$ cat src/rtl/bp_be_fe_cmd_buffer.sv
// bp_be_fe_cmd_buffer
//   In-order FE-command buffer between the BE director (writer) and the FE
//   command interface (reader). Commands are queued in a circular buffer and
//   presented to the FE with a valid/yumi handshake. Attaboy hints arriving
//   while the buffer is full are dropped silently. Any other command lost that
//   way sets a sticky overflow flag.
//
//   Optional feature macro: BP_BE_FE_CMD_BUFFER_STATS_EN
//     defined   -> saturating counters of enqueued commands and dropped attaboys
//     undefined -> counter ports tied to zero, no counter flops
//
// Ports
//   clk_i, reset_n_i       clock; asynchronous active-low reset
//   fe_cmd_i, fe_cmd_v_i   command from the director (no ready; writer throttles on status)
//   fe_cmd_o, fe_cmd_v_o   head-of-buffer command and its valid
//   fe_cmd_yumi_i          FE consumes the head this cycle
//   empty_n_o, full_n_o    next-cycle empty/full (combinational)
//   empty_r_o, full_r_o    current empty/full (registered)
//   overflow_o             sticky: a non-attaboy command was lost
//   attaboy_drop_cnt_o     saturating dropped-attaboy count
//   cmd_cnt_o              saturating enqueued-command count

package bp_be_fe_cmd_buffer_pkg;

  typedef enum logic [0:0] {
    e_bp_default_cfg = 1'b0
  } bp_params_e;

  localparam int unsigned vaddr_width_gp          = 39;
  localparam int unsigned fe_cmd_operands_width_gp = 64;

  typedef enum logic [3:0] {
    e_op_state_reset          = 4'd0,
    e_op_pc_redirection       = 4'd1,
    e_op_icache_fill_response = 4'd2,
    e_op_icache_fence         = 4'd3,
    e_op_attaboy              = 4'd4,
    e_op_itlb_fill_response   = 4'd5,
    e_op_itlb_fence           = 4'd6,
    e_op_wait                 = 4'd7
  } bp_fe_command_queue_opcodes_e;

  // Opcode occupies the most significant bits of the packed command.
  typedef struct packed {
    bp_fe_command_queue_opcodes_e          opcode;
    logic [vaddr_width_gp-1:0]             npc;
    logic [fe_cmd_operands_width_gp-1:0]   operands;
  } bp_fe_cmd_s;

  localparam int unsigned opcode_width_gp = $bits(bp_fe_command_queue_opcodes_e);

  function automatic int unsigned fe_cmd_width(input bp_params_e cfg);
    return (cfg == e_bp_default_cfg) ? $bits(bp_fe_cmd_s) : $bits(bp_fe_cmd_s);
  endfunction

endpackage

module bp_be_fe_cmd_buffer
  import bp_be_fe_cmd_buffer_pkg::*;
#(
  parameter bp_params_e  bp_params_p  = e_bp_default_cfg,
  parameter int unsigned els_p        = 4,
  parameter int unsigned stat_width_p = 16,
  localparam int unsigned fe_cmd_width_lp = fe_cmd_width(bp_params_p)
) (
  input  logic                       clk_i,
  input  logic                       reset_n_i,
  input  logic [fe_cmd_width_lp-1:0] fe_cmd_i,
  input  logic                       fe_cmd_v_i,
  output logic [fe_cmd_width_lp-1:0] fe_cmd_o,
  output logic                       fe_cmd_v_o,
  input  logic                       fe_cmd_yumi_i,
  output logic                       empty_n_o,
  output logic                       empty_r_o,
  output logic                       full_n_o,
  output logic                       full_r_o,
  output logic                       overflow_o,
  output logic [stat_width_p-1:0]    attaboy_drop_cnt_o,
  output logic [stat_width_p-1:0]    cmd_cnt_o
);

  localparam int unsigned ptr_width_lp = $clog2(els_p);
  localparam int unsigned cnt_width_lp = $clog2(els_p + 1);

  logic [fe_cmd_width_lp-1:0] mem [els_p];
  logic [ptr_width_lp-1:0]    rd_ptr_r, wr_ptr_r;
  logic [cnt_width_lp-1:0]    count_r, count_n;

  logic rd, wr, drop, attaboy_in;
  bp_fe_command_queue_opcodes_e opcode_in;

  assign opcode_in  = bp_fe_command_queue_opcodes_e'(fe_cmd_i[fe_cmd_width_lp-1 -: opcode_width_gp]);
  assign attaboy_in = (opcode_in == e_op_attaboy);

  assign fe_cmd_v_o = ~empty_r_o;
  assign fe_cmd_o   = mem[rd_ptr_r];

  // A write into a full buffer is only taken when the head leaves the same cycle.
  assign rd   = fe_cmd_yumi_i & fe_cmd_v_o;
  assign wr   = fe_cmd_v_i & (~full_r_o | rd);
  assign drop = fe_cmd_v_i & full_r_o & ~rd;

  assign count_n   = count_r + cnt_width_lp'(wr) - cnt_width_lp'(rd);
  assign empty_n_o = (count_n == '0);
  assign full_n_o  = (count_n == cnt_width_lp'(els_p));

  // Storage is intentionally not reset; the head is don't-care while invalid.
  always_ff @(posedge clk_i) begin
    if (wr) mem[wr_ptr_r] <= fe_cmd_i;
  end

  always_ff @(posedge clk_i or negedge reset_n_i) begin
    if (!reset_n_i) begin
      rd_ptr_r   <= '0;
      wr_ptr_r   <= '0;
      count_r    <= '0;
      empty_r_o  <= 1'b1;
      full_r_o   <= 1'b0;
      overflow_o <= 1'b0;
    end else begin
      if (wr) wr_ptr_r <= wr_ptr_r + ptr_width_lp'(1);
      if (rd) rd_ptr_r <= rd_ptr_r + ptr_width_lp'(1);
      count_r   <= count_n;
      empty_r_o <= empty_n_o;
      full_r_o  <= full_n_o;
      if (drop & ~attaboy_in) overflow_o <= 1'b1;
    end
  end

`ifdef BP_BE_FE_CMD_BUFFER_STATS_EN
  logic [stat_width_p-1:0] cmd_cnt_r, attaboy_drop_cnt_r;

  always_ff @(posedge clk_i or negedge reset_n_i) begin
    if (!reset_n_i) begin
      cmd_cnt_r          <= '0;
      attaboy_drop_cnt_r <= '0;
    end else begin
      if (wr && (cmd_cnt_r != '1))
        cmd_cnt_r <= cmd_cnt_r + stat_width_p'(1);
      if (drop && attaboy_in && (attaboy_drop_cnt_r != '1))
        attaboy_drop_cnt_r <= attaboy_drop_cnt_r + stat_width_p'(1);
    end
  end

  assign cmd_cnt_o          = cmd_cnt_r;
  assign attaboy_drop_cnt_o = attaboy_drop_cnt_r;
`else
  assign cmd_cnt_o          = '0;
  assign attaboy_drop_cnt_o = '0;
`endif

endmodule
$ cat config.mk
export PLATFORM = sky130hd
export DESIGN_NAME = bp_be_fe_cmd_buffer
export DESIGN_NICKNAME = d
export VERILOG_FILES = /design/src/rtl/bp_be_fe_cmd_buffer.sv
export SDC_FILE = /design/constraint.sdc
export NUM_CORES = 1
export LEC_CHECK = 0
export CORE_AREA = 4 4 262 187
export CTS_CLUSTER_SIZE = 20
export DETAILED_ROUTE_END_ITERATION = 7
export DIE_AREA = 0 0 266 191
export GPL_ROUTABILITY_DRIVEN = 0
export GPL_TIMING_DRIVEN = 0
export PLACE_DENSITY = 0.52
export SYNTH_ARGS = -nofsm -noshare
export SYNTH_HDL_FRONTEND = slang
export SYNTH_SLANG_ARGS = --single-unit
$ cat constraint.sdc
create_clock -name clk_i -period 10.85 [get_ports clk_i]
set_input_delay 3.255 -clock clk_i [delete_from_list [all_inputs] [get_ports clk_i]]
set_output_delay 3.255 -clock clk_i [all_outputs]
set_load 0.005 [all_outputs]
; Yosys cells after proc, flatten, opt, wreduce, memory -nomap -nowiden
; Memory sizes are Yosys's and may differ from the RTL's.
; Cells that the tools add are included.
[word_totals]
register_bits = 10
ram_bits = 428
inputBits = 111
mem_count = 1
[memory_table]
columns = name, words, word_bits, rd, rd_ports_with_merged_regs, wr, line
row1 = mem, 4, 107, 1, 0, 1, 85  ; logic [fe_cmd_width_lp-1:0] mem [els_p];
[op_classes]
addsub = 4
eq_ne = 2
mux = 2
bitwise_logic = 10
n_reduce_logical = 1
[op_table]
columns = op, n
row1 = $and 1x1->1, 5
row2 = $add 2x1->2 const B, 2
row3 = $eq 4x3->1 const B, 1
row4 = $not 1->1, 4
row5 = $add 3x1->3, 1
row6 = $eq 3x3->1 const B, 1
row7 = $logic_not 3->1, 1
row8 = $sub 3x1->3, 1
row9 = $mux 1, 2
row10 = $or 1x1->1, 1

; Logic depth before layout (Yosys ltp)
[logic_depth]
word_depth = 7
ltp_mapped = 9

; Worst setup path after synthesis
; OpenSTA, ideal clock, no wires.
[synth_path]
kind = input to output
from = input port fe_cmd_yumi_i
to = output port full_n_o
t_arrival_ns = 5.044
slack_ns = 2.551
cell_stages = 9
n_path_buf = 0
path_cell_list = nand2b_1 -> a21boi_2 -> inv_1 -> ha_1 -> inv_1 -> ha_1 -> fa_1 -> xnor2_1 -> nor3b_1
[synth_via]
elab_chain_len = 6
[synth_lines]
columns = element, line
row1 = from (decl), 72  ; input logic fe_cmd_yumi_i,
row2 = $and 1x1->1 (*), 99  ; assign rd = fe_cmd_yumi_i & fe_cmd_v_o;
row3 = $or 1x1->1, 100  ; assign wr = fe_cmd_v_i & (~full_r_o | rd);
row4 = $and 1x1->1, 100
row5 = $add 3x1->3, 103  ; assign count_n = count_r + cnt_width_lp'(wr) - cnt_width_lp'(rd);
row6 = $sub 3x1->3 (*), 103
row7 = net count_n[2], 87  ; logic [cnt_width_lp-1:0] count_r, count_n;
row8 = $eq 3x3->1 (*), 105  ; assign full_n_o = (count_n == cnt_width_lp'(els_p));
row9 = to (decl), 75  ; output logic full_n_o,
; Mark *: on every way through the listed nets, which the timed path passes. The rest lies on a longest branch.

; Worst setup path in the final report
; Ends and elaborated chain as after synthesis.

==> key figures <==
Floorplan
  – Row cnt: between 60 and 70
  – Number of I/O pins: ~260
  – Initial Utilization: 34.9%
  – Die footprint: 50800 um^2
  – Die Y-Extent: ~190 um
  – Core ar.: approximately 46000 um^2
  – Die Wd: 266 um

Power and ir drop
  – Cell area power density: approximately 270 nW/um^2
  – Switching portion of total power: between 20% and 30%
  – Leakage: 6.94 nW
  – Sw Pwr: roughly 1.5 mW
  – Combinational power share: between 30% and 40%
  – VDD IR max: between 0.15 and 0.2 mV
  – Clock power frac: between 20% and 30%
  – Flop pwr share: between 40% and 50%
  – Total power: ~5.7 mW
  – Internal: 4.17 mW

Final layout
  – Antenna Diode Count: 0
  – Share of cells above drive strength 1: 24.1%
  – Area Overhead vs Synth: 30.1%
  – Final nets: 1061
  – Most frequent cells in the layout: 428 x edfxtp_1, 223 x clkdlybuf4s50_1, 107 x mux4_2
  – Most common cell after layout, fill and taps aside: edfxtp_1

Synth
  – YS warnings: 0
  – Seq/Total Area, Yosys: approximately four fifths
  – Avg Cell Area, Syn: around 25 um^2
  – #FFs+latches synth: approximately 440
  – Mapped cell area: 16200 um^2
  – Mapped Cells: 634
  – Cell variety after synth: 24

Clocking
  – CTS Buffer Depth: 3
  – Inserted Clock Buffers: between 40 and 50
  – CTS resizes: 0
  – Clock Sinks: around 440
  – Clock root buffer: clkbuf_16
  – Post-CTS setup buffer count: 0
  – CTS tree: built
  – Clk_lat worst skew: about 0.56 ns
  – Hold bufs inserted after CTS: 0
  – Worst-path clk slew: around 0.06 ns
  – H-tree depth: 2

Route
  – Routed wire length per instance: approximately 21 um
  – Post-DRT Antenna Nets: 0
  – Vias/cell: between 4 and 5
  – Routed wire length: about 33000 um
  – Drt first pass iters: 4
  – Routed vias: about 7300
  – Residual DRC count: 0
  – 1st-iter DRT viols: 368

STA
  – Ratio of final minimum period to clock period: 88.9%
  – Final Max Tran Viols: 0
  – Clock skew: 0.0111 ns
  – Final setup violating endpoints: 0
  – Fin Setup TNS: 0 ns
  – RSZ-0062 raised after global routing: false
  – Slew headroom: roughly two fifths
  – Slew @ Worst Pin: between 0.9 and 1 ns
  – Fmax: between 100 and 150 MHz
  – Minimum clock period: 9.65 ns
  – Final hold violations: 0

Run
  – Max-cap violations: 0

Global routing
  – All-Layer GR Usage: about an eighth
  – Initial antenna violation count: 3
  – First-pass GRT wire length: 49500 um
  – GRT overflow: 0
  – Pin count of the biggest net entering global routing: 50
  – Vias in the first global route: ~7700

Critical path
  – Req. time, crit path: roughly 7.6 ns
  – Crit path DAT: between 6 and 7 ns
  – R2r setup slk: between 8 and 9 ns
  – CP Launch Type: input port
  – CP peak stage delay: about 0.57 ns
  – Setup CP Type: input port to output port
  – Cell chain of the critical path: clkdlybuf4s50_1 > nand2b_1 > a21boi_2 > inv_1 > ha_1 > inv_1 > ha_1 > fa_1 > xnor2_1 > nor3b_1 > clkdlybuf4s50_1
  – CP max FO: 7
  – Kind of end point of the critical path: output port
  – Crit path max-delay cell type: clkdlybuf4s50_1

Run status
  – Run status: finished, final reports clean

Placement
  – Port bufs: between 200 and 250
  – DP Wirelength: roughly 21000 um

Min path
  – Hold Path Class: register to register
[cell type report]
cell class                 instances  area (um^2)
sequential                       438        13100
fill                            3899        25200
clock buffer                      48         1140
clock inverter                    34          378
timing repair buffer             231         2450
tap                              612          766
buffer                            56          383
inverter                           8         30.0
multi-input combinational        163         2770
[synthesized netlist by cell type]
cell	number	area [um^2]
a41o_1	1	10.0
fa_1	1	20.0
conb_1	1	3.75
ha_1	6	75.1
nand2_1	1	3.75
edfxtp_1	428	12900
mux4_2	107	2410
nand2b_1	1	6.26
nor3_1	1	5.00
or4b_1	1	10.0
inv_1	8	30.0
and2_1	4	25.0
buf_8	1	15.0
dfstp_2	1	26.3
buf_2	12	60.1
mux2_2	1	11.3
xor2_1	1	8.76
nor3b_1	1	7.51
xnor2_1	4	35.0
dfrtp_1	9	225
a21boi_2	1	11.3
buf_6	2	22.5
clkbuf_1	6	22.5
buf_4	35	263
[worst max-delay path: cells and delay by family]
family,cells,cell delay (ns)
buffers and inverters,4,1.14
adder cells (fa/ha/maj),3,0.86
AND/OR/NAND/NOR,2,0.49
AO/OA/AOI/OAI,1,0.39
XOR/XNOR,1,0.25
[routing by layer]
metal	up-vias	wire length (um)	global-route usage, %
li1	3249	-	-
met1	3827	14900	18.0
met2	165	15700	20.2
met3	47	2230	3.98
met4	6	486	2.77
met5	-	47	0
[power by group through the flow]
| stage | registers (mW) | logic (mW) | clock network, mW |
|---|---|---|---|
| after CTS | 2.28 | 1.87 | 1.62 |
| after global placement | 2.38 | 1.81 | 0 |
| after detailed placement | 2.31 | 1.86 | 0 |
| after floorplan | 2.33 | 0.878 | 0 |
| final | 2.27 | 1.80 | 1.58 |
| after global routing | 2.30 | 1.95 | 1.71 |
[per-stage QoR]
| step | setup WS [ns] | instance area (um^2) | util (%) | instances | hold slack, ns |
|---|---|---|---|---|---|
| floorplan | 2.55 | 16300 | - | 665 | 0.460 |
| global placement | 1.20 | 19300 | 41.7 | 1500 | 0.459 |
| detailed placement | 1.22 | 19500 | 42.2 | 1508 | 0.466 |
| CTS | 1.20 | 21000 | 45.5 | 1590 | 0.482 |
| global route | 0.998 | 21000 | 45.5 | 1590 | 0.515 |
| finish | 1.20 | 21000 | 45.5 | 1590 | 0.476 |
[worst paths after layout]
check	start	endpoint	depth (start not counted)
hold reg to reg	overflow_o	overflow_o	1
setup / recovery	fe_cmd_yumi_i	full_n_o	11
min in group asynchronous	reset_n_i	full_r_o	1
setup reg to reg	empty_r_o	full_r_o	9
max in group asynchronous	reset_n_i	empty_r_o	1
hold / removal	overflow_o	overflow_o	1
[state kept, by name, summed over array words and instances (netlist names)]
register	flops
mem	428
count_r	3
empty_r_o	1
overflow_o	1
rd_ptr_r	2
wr_ptr_r	2
full_r_o	1
[logic make-up (layout without fill, tap and decap cells)]
kind of cell             count (synthesis)  after routing  share of synthesized area [%]
AO/OA/AOI/OAI                            2              2                          0.132
multiplexers                           108            108                           15.0
AND/OR/NAND/NOR                          9              9                          0.356
buffers and inverters                   64            377                           2.56
adder cells (fa/ha/maj)                  7              7                          0.588
flip-flops                             438            438                           81.1
other                                    1             32                         0.0232
XOR/XNOR                                 5              5                          0.271
Note: power is estimated with default switching activity, not from simulation.
